### src/rtl/coin_pkg.sv
// coin_pkg -- shared definitions for the coin acceptor slice.
//   coin_t     : coin codes driven to the newspaper_seller `in` port
//   CNT_W      : width of the per-channel debounce counter
//   TOTAL_MAX  : saturation value of the optional running total
//   sat_add    : saturating 8-bit add used by the running total
// Optional feature macro used by this slice: COIN_TOTAL_EN.
`timescale 1ns / 1ps

package coin_pkg;

  typedef enum logic [1:0] {
    COIN_NONE = 2'b00,
    COIN_5    = 2'b01,
    COIN_10   = 2'b10
  } coin_t;

  localparam int CNT_W     = 8;
  localparam int TOTAL_MAX = 255;

  // Adds a small increment to an 8-bit total and clamps at the top value
  // instead of wrapping back to zero.
  function automatic logic [7:0] sat_add(input logic [7:0] a, input logic [1:0] inc);
    logic [8:0] sum;
    sum = {1'b0, a} + {7'b0, inc};
    return sum[8] ? 8'(TOTAL_MAX) : sum[7:0];
  endfunction

endpackage

### src/rtl/coin_debounce.sv
// coin_debounce -- one sensor channel: 2-flop synchronizer, debounce
// counter, rising-edge detect and a pending-event flag.
// Ports:
//   clk   in  clock, all state on rising edge
//   rst   in  asynchronous active-high reset
//   raw   in  raw bouncing sensor input (asynchronous)
//   clr   in  arbiter has consumed the pending event this cycle
//   pend  out a debounced coin arrival is waiting to be reported
// Parameter DB_CYCLES (2..255): consecutive differing cycles before the
// debounced level is allowed to change.
`timescale 1ns / 1ps

module coin_debounce
  import coin_pkg::*;
#(
  parameter int DB_CYCLES = 4
) (
  input  logic clk,
  input  logic rst,
  input  logic raw,
  input  logic clr,
  output logic pend
);

  // The counter is compared one short of DB_CYCLES so that the toggle
  // happens on the edge that completes the DB_CYCLES-th differing cycle.
  localparam logic [CNT_W-1:0] DB_LAST = CNT_W'(DB_CYCLES - 1);

  logic             sync1;
  logic             sync2;
  logic             level;
  logic             level_d;
  logic [CNT_W-1:0] cnt;

  // Synchronize the raw input, then accept a level change only after the
  // synchronized value has disagreed with the debounced level long enough.
  // A 0->1 debounced change raises pend one edge later; a fresh rise has
  // priority over the arbiter's clear so no arrival can be dropped.
  always_ff @(posedge clk or posedge rst) begin
    if (rst) begin
      sync1   <= 1'b0;
      sync2   <= 1'b0;
      level   <= 1'b0;
      level_d <= 1'b0;
      cnt     <= '0;
      pend    <= 1'b0;
    end else begin
      sync1   <= raw;
      sync2   <= sync1;
      level_d <= level;

      if (sync2 != level) begin
        if (cnt == DB_LAST) begin
          level <= ~level;
          cnt   <= '0;
        end else begin
          cnt <= cnt + CNT_W'(1);
        end
      end else begin
        cnt <= '0;
      end

      if (level && !level_d) begin
        pend <= 1'b1;
      end else if (clr) begin
        pend <= 1'b0;
      end
    end
  end

endmodule

### src/rtl/coin_acceptor.sv
// coin_acceptor -- debounces the 5-jiao and 1-yuan sensors and emits a
// one-cycle registered coin code per accepted coin.
// Ports:
//   clk         in  clock
//   rst         in  asynchronous active-high reset
//   coin5_raw   in  raw 5-jiao sensor
//   coin10_raw  in  raw 1-yuan sensor
//   coin[1:0]   out 00 none, 01 5 jiao, 10 1 yuan (one cycle per coin)
//   total[7:0]  out running value in 5-jiao units, saturating at 255
//                   (only when macro COIN_TOTAL_EN is defined)
// Parameter DB_CYCLES (2..255): debounce length in cycles.
`timescale 1ns / 1ps

module coin_acceptor
  import coin_pkg::*;
#(
  parameter int DB_CYCLES = 4
) (
  input  logic       clk,
  input  logic       rst,
  input  logic       coin5_raw,
  input  logic       coin10_raw,
`ifdef COIN_TOTAL_EN
  output logic [7:0] total,
`endif
  output logic [1:0] coin
);

  logic pend5;
  logic pend10;
  logic take5;
  logic take10;

  // 1 yuan wins a tie; the 5-jiao event stays pending and goes out on
  // the following cycle.
  assign take10 = pend10;
  assign take5  = pend5 & ~pend10;

  coin_debounce #(.DB_CYCLES(DB_CYCLES)) u_db5 (
    .clk  (clk),
    .rst  (rst),
    .raw  (coin5_raw),
    .clr  (take5),
    .pend (pend5)
  );

  coin_debounce #(.DB_CYCLES(DB_CYCLES)) u_db10 (
    .clk  (clk),
    .rst  (rst),
    .raw  (coin10_raw),
    .clr  (take10),
    .pend (pend10)
  );

  // Registered coin code: one cycle per consumed pending event.
  always_ff @(posedge clk or posedge rst) begin
    if (rst) begin
      coin <= COIN_NONE;
    end else if (take10) begin
      coin <= COIN_10;
    end else if (take5) begin
      coin <= COIN_5;
    end else begin
      coin <= COIN_NONE;
    end
  end

`ifdef COIN_TOTAL_EN
  // Running total updated on the same edge the coin code is loaded.
  always_ff @(posedge clk or posedge rst) begin
    if (rst) begin
      total <= '0;
    end else if (take10) begin
      total <= sat_add(total, 2'd2);
    end else if (take5) begin
      total <= sat_add(total, 2'd1);
    end
  end
`endif

endmodule

### config.mk
export PLATFORM = sky130hd
export DESIGN_NAME = coin_acceptor
export DESIGN_NICKNAME = d
export VERILOG_FILES = /design/src/rtl/coin_pkg.sv /design/src/rtl/coin_debounce.sv /design/src/rtl/coin_acceptor.sv
export SDC_FILE = /design/constraint.sdc
export NUM_CORES = 1
export LEC_CHECK = 0
export CORE_MARGIN = 2
export CORE_UTILIZATION = 45
export DETAILED_ROUTE_END_ITERATION = 8
export MAX_ROUTING_LAYER = met4
export PLACE_DENSITY = 0.6
export SLEW_MARGIN = 10
export SYNTH_ARGS = -nofsm -noshare
export SYNTH_HDL_FRONTEND = slang
export SYNTH_HIERARCHICAL = 1
export SYNTH_SLANG_ARGS = --single-unit
### constraint.sdc
create_clock -name clk -period 1.5 [get_ports clk]
set_input_delay 0.225 -clock clk [delete_from_list [all_inputs] [get_ports clk]]
set_output_delay 0.225 -clock clk [all_outputs]
set_load 0.1 [all_outputs]
==> results of run 1 <==
[metal layers]
metal / GRT usage / vias up
met5: - / -
met4: 0.0523 / 0
met3: 0.0211 / 2
met2: 0.272 / 2
met1: 0.175 / 398
li1: - / 382
[power by group through the flow]
stage                     Clock [mW]  Combinational (mW)  Sequential (mW)
final                          0.483               0.750             1.06
after global routing           0.527               0.816             1.09
after CTS                      0.500               0.759             1.07
after detailed placement           0               0.756             1.08
after global placement             0               0.743             1.07
after floorplan                    0               0.322             1.24
[state kept, by name (all words and copies together), names as in the netlist]
register        count
u_db10/cnt          8
u_db5/cnt           8
coin                2
u_db10/level        1
u_db10/level_d      1
u_db10/pend         1
u_db10/sync1        1
u_db10/sync2        1
u_db5/level         1
u_db5/level_d       1
u_db5/pend          1
u_db5/sync1         1
u_db5/sync2         1
[final timing paths]
check                                end  slack [ns]  depth (start not counted)
hold / removal                   coin[0]        0.09                          2
max in group asynchronous  u_db5/level_d        0.90                          2
setup reg to reg            u_db5/cnt[5]        0.12                          4
min in group clk            u_db10/sync1        0.32                          1
hold reg to reg              u_db5/sync2        0.37                          0
setup / recovery            u_db5/cnt[5]        0.12                          4
[Yosys cell counts]
cell / n
ha_1: 4
nor2_1: 10
nand4_2: 2
xnor2_1: 4
nand3_1: 8
inv_1: 11
or3_1: 6
nor3_1: 2
dfrtp_1: 28
xor2_1: 4
o22ai_1: 2
o21ai_0: 6
nor4b_2: 2
a21oi_2: 2
a31o_1: 2
nand2_1: 2
a21o_1: 2
nor2b_4: 1
a21oi_1: 6
[area by class of cell]
type,count,area (µm²),share of cell area
Clock inverter,1,30.0,0.0219
Multi-Input combinational cell,65,445,0.325
Inverter,11,41.3,0.0301
Tap cell,30,37.5,0.0274
Timing Repair Buffer,8,92.6,0.0676
Clock buffer,3,22.5,0.0164
Sequential cell,28,701,0.511
[stage by stage]
| stage | util | instances | worst slack (ns) | total power [mW] | cell area, µm² |
|---|---|---|---|---|---|
| 3_5_place_dp | 0.531 | 142 | 0.0938 | 1.84 | 1320 |
| 4_1_cts | 0.553 | 146 | 0.0759 | 2.33 | 1370 |
| 5_1_grt | 0.553 | 146 | 0.00211 | 2.43 | 1370 |
| 3_3_place_gp | 0.531 | 142 | 0.138 | 1.81 | 1320 |
| 6_report | 0.553 | 146 | 0.125 | 2.30 | 1370 |
| 2_1_floorplan | - | 104 | 0.249 | 1.56 | 1190 |
[placed cells by master, fill, tap and decap left out]
master,synthesis,final
inv_1,11,11
clkdlybuf4s50_1,0,3
buf_12,0,2
nand2_1,2,2
a31o_1,2,2
xnor2_1,4,4
nor2_1,10,10
dfrtp_1,28,28
o21ai_0,6,6
nor4b_2,2,2
a21o_1,2,1
o22ai_1,2,2
nand3_1,8,8
a21o_2,0,1
bufinv_16,0,1
ha_1,4,4
a21oi_2,2,2
xor2_1,4,4
buf_4,0,3
nand4_2,2,2
clkbuf_4,0,3
nor2b_4,1,1
nor3_1,2,2
a21oi_1,6,6
or3_1,6,6
[repair_timing]
item	4_1_cts	5_1_grt
endpoints found under the setup margin	0	6
setup buffers	0	0
gates resized for setup	0	1
[logic make-up (layout without fill, tap and decap cells)]
kind of cell	after synthesis	after routing	share of synthesized area
simple gates	33	33	0.170
flops	28	28	0.591
compound gates	20	20	0.103
buf+inv	11	23	0.0348
xor+xnor	8	8	0.0591
fa+ha+maj	4	4	0.0422
==> results.json, run 1 <==
{
  "antenna_found_initial": 0,
  "hpwlAfterDp_um": 1490,
  "drtAntennaViolNets": 0,
  "path_class": "reg2reg",
  "switchingPower_mw": 0.801,
  "setup_violations": 0,
  "worstPathArrival_ns": 1.59,
  "p_clk_frac": 0.210,
  "htree_num_levels": 1,
  "wl_met1_um": 855,
  "drt_iter0_markers": 8,
  "p_seq_frac": 0.463,
  "path_clk_slew_ns": 0.15,
  "clock_skew_ns": 0.00534,
  "nets": 125,
  "hold_viol_final": 0,
  "cp_top_family": "flip-flops",
  "yosysWarnings": 6,
  "setup_tns_ns": 0,
  "end_kind": "register",
  "cp_cell_sequence": "ha_1 -> nor4b_2 -> a21o_2 -> a21oi_1",
  "tightest_slew_ns": 0.498,
  "vdd_drop_max_uv": 1230,
  "n_antenna_cell": 0,
  "ys_seq_elements": 28,
  "synth_cells": 104,
  "die_y_um": 55.3,
  "ios": 6,
  "dr.pass1.iters": 2,
  "slowest_delay_ns": 0.45,
  "critPathLaunchType": "register",
  "core_area_um2": 2480,
  "max-cap-violations": 0,
  "synth.avg_cell_area_um2": 11.4,
  "run_status": "finished clean",
  "die_area_um2": 3060,
  "sw_frac_of_total": 0.349,
  "ctsHoldBuffers": 0,
  "worst_hold_slack_ns": 0.0875,
  "yosysSeqAreaShare": 0.591,
  "tritoncts": "done",
  "cts_buffers": 3,
  "num_vias": 784,
  "min_path_type": "in2async",
  "period_share": 0.917,
  "grt_pass1_wl_um": 3680,
  "p_leak_nw": 0.633,
  "report.final.slew_viol_count": 0,
  "p_comb_frac": 0.327,
  "routed_via_density": 5.37,
  "path_buf_inv": 0,
  "die_w_um": 55.3,
  "yosysTopAreaCell": "dfrtp_1",
  "fin_crit_ns": 1.38,
  "drive_gt1_frac": 0.147,
  "wire_per_inst_um": 13.6,
  "floorplan.rows": 18,
  "cp_data_required_time_ns": 1.71,
  "startpoint": "u_db5/cnt[0]",
  "gp_congestion": 0.735,
  "synthTopCellsByArea": "dfrtp_1 (59%), ha_1 (4.2%), inv_1 (3.5%), nand3_1 (3.4%), nor2_1 (3.2%)",
  "synthDistinctLibCells": 19,
  "cts_sinks": 28,
  "worstReg2RegStart": "u_db5/cnt[0]",
  "portBuffers": 5,
  "fmax_mhz": 727,
  "syn_to_final_growth_pct": 15.5,
  "worstPathMaxFanout": 7,
  "slowest_stage": "dfrtp_1",
  "totalWireLength_um": 1990,
  "netlist_area_um2": 1190,
  "drc": 0,
  "synth_top_cell_area_share": 0.591,
  "start_util": 0.479,
  "power_density_nw_per_um2": 1680,
  "root_buffer": "clkbuf_4",
  "clock_latency_ns": 0.32,
  "dr_wl_met2_um": 1090,
  "wl_met3_um": 25,
  "rsz0062_at_grt": "no",
  "p_int_mw": 1.50,
  "synthesis.nets": 112,
  "n_fill_cell": 235,
  "grt_max_degree": 17,
  "clock_path_buffers": 2,
  "top_layer_used": "met4",
  "grt_overflow": 0,
  "grtUsageTotal": 0.152,
  "relSlewSlack": 0.668,
  "grt_pass1_vias": 858
}
(Power assumes the default switching activity.)
==> run 2: changes to the inputs <==
==> constraint.sdc (replaced) <==
create_clock -name clk -period 1.52 [get_ports clk]
set_input_delay 0.228 -clock clk [delete_from_list [all_inputs] [get_ports clk]]
set_output_delay 0.228 -clock clk [all_outputs]
set_load 0.1 [all_outputs]
==> results of run 2 <==
Same layout as run 1 (identical final DEF). Status: finished clean.
Main changes from that run: setup slack after placement 0.0938 ns -> 0.114 ns; setup slack after layout 0.125 ns -> 0.145 ns; hold slack 0.0875 ns -> 0.0905 ns; register-to-register setup slack 0.12 ns -> 0.14 ns; total power 2.30 mW -> 2.27 mW; worst IR drop on VDD 1230 µV -> 1210 µV
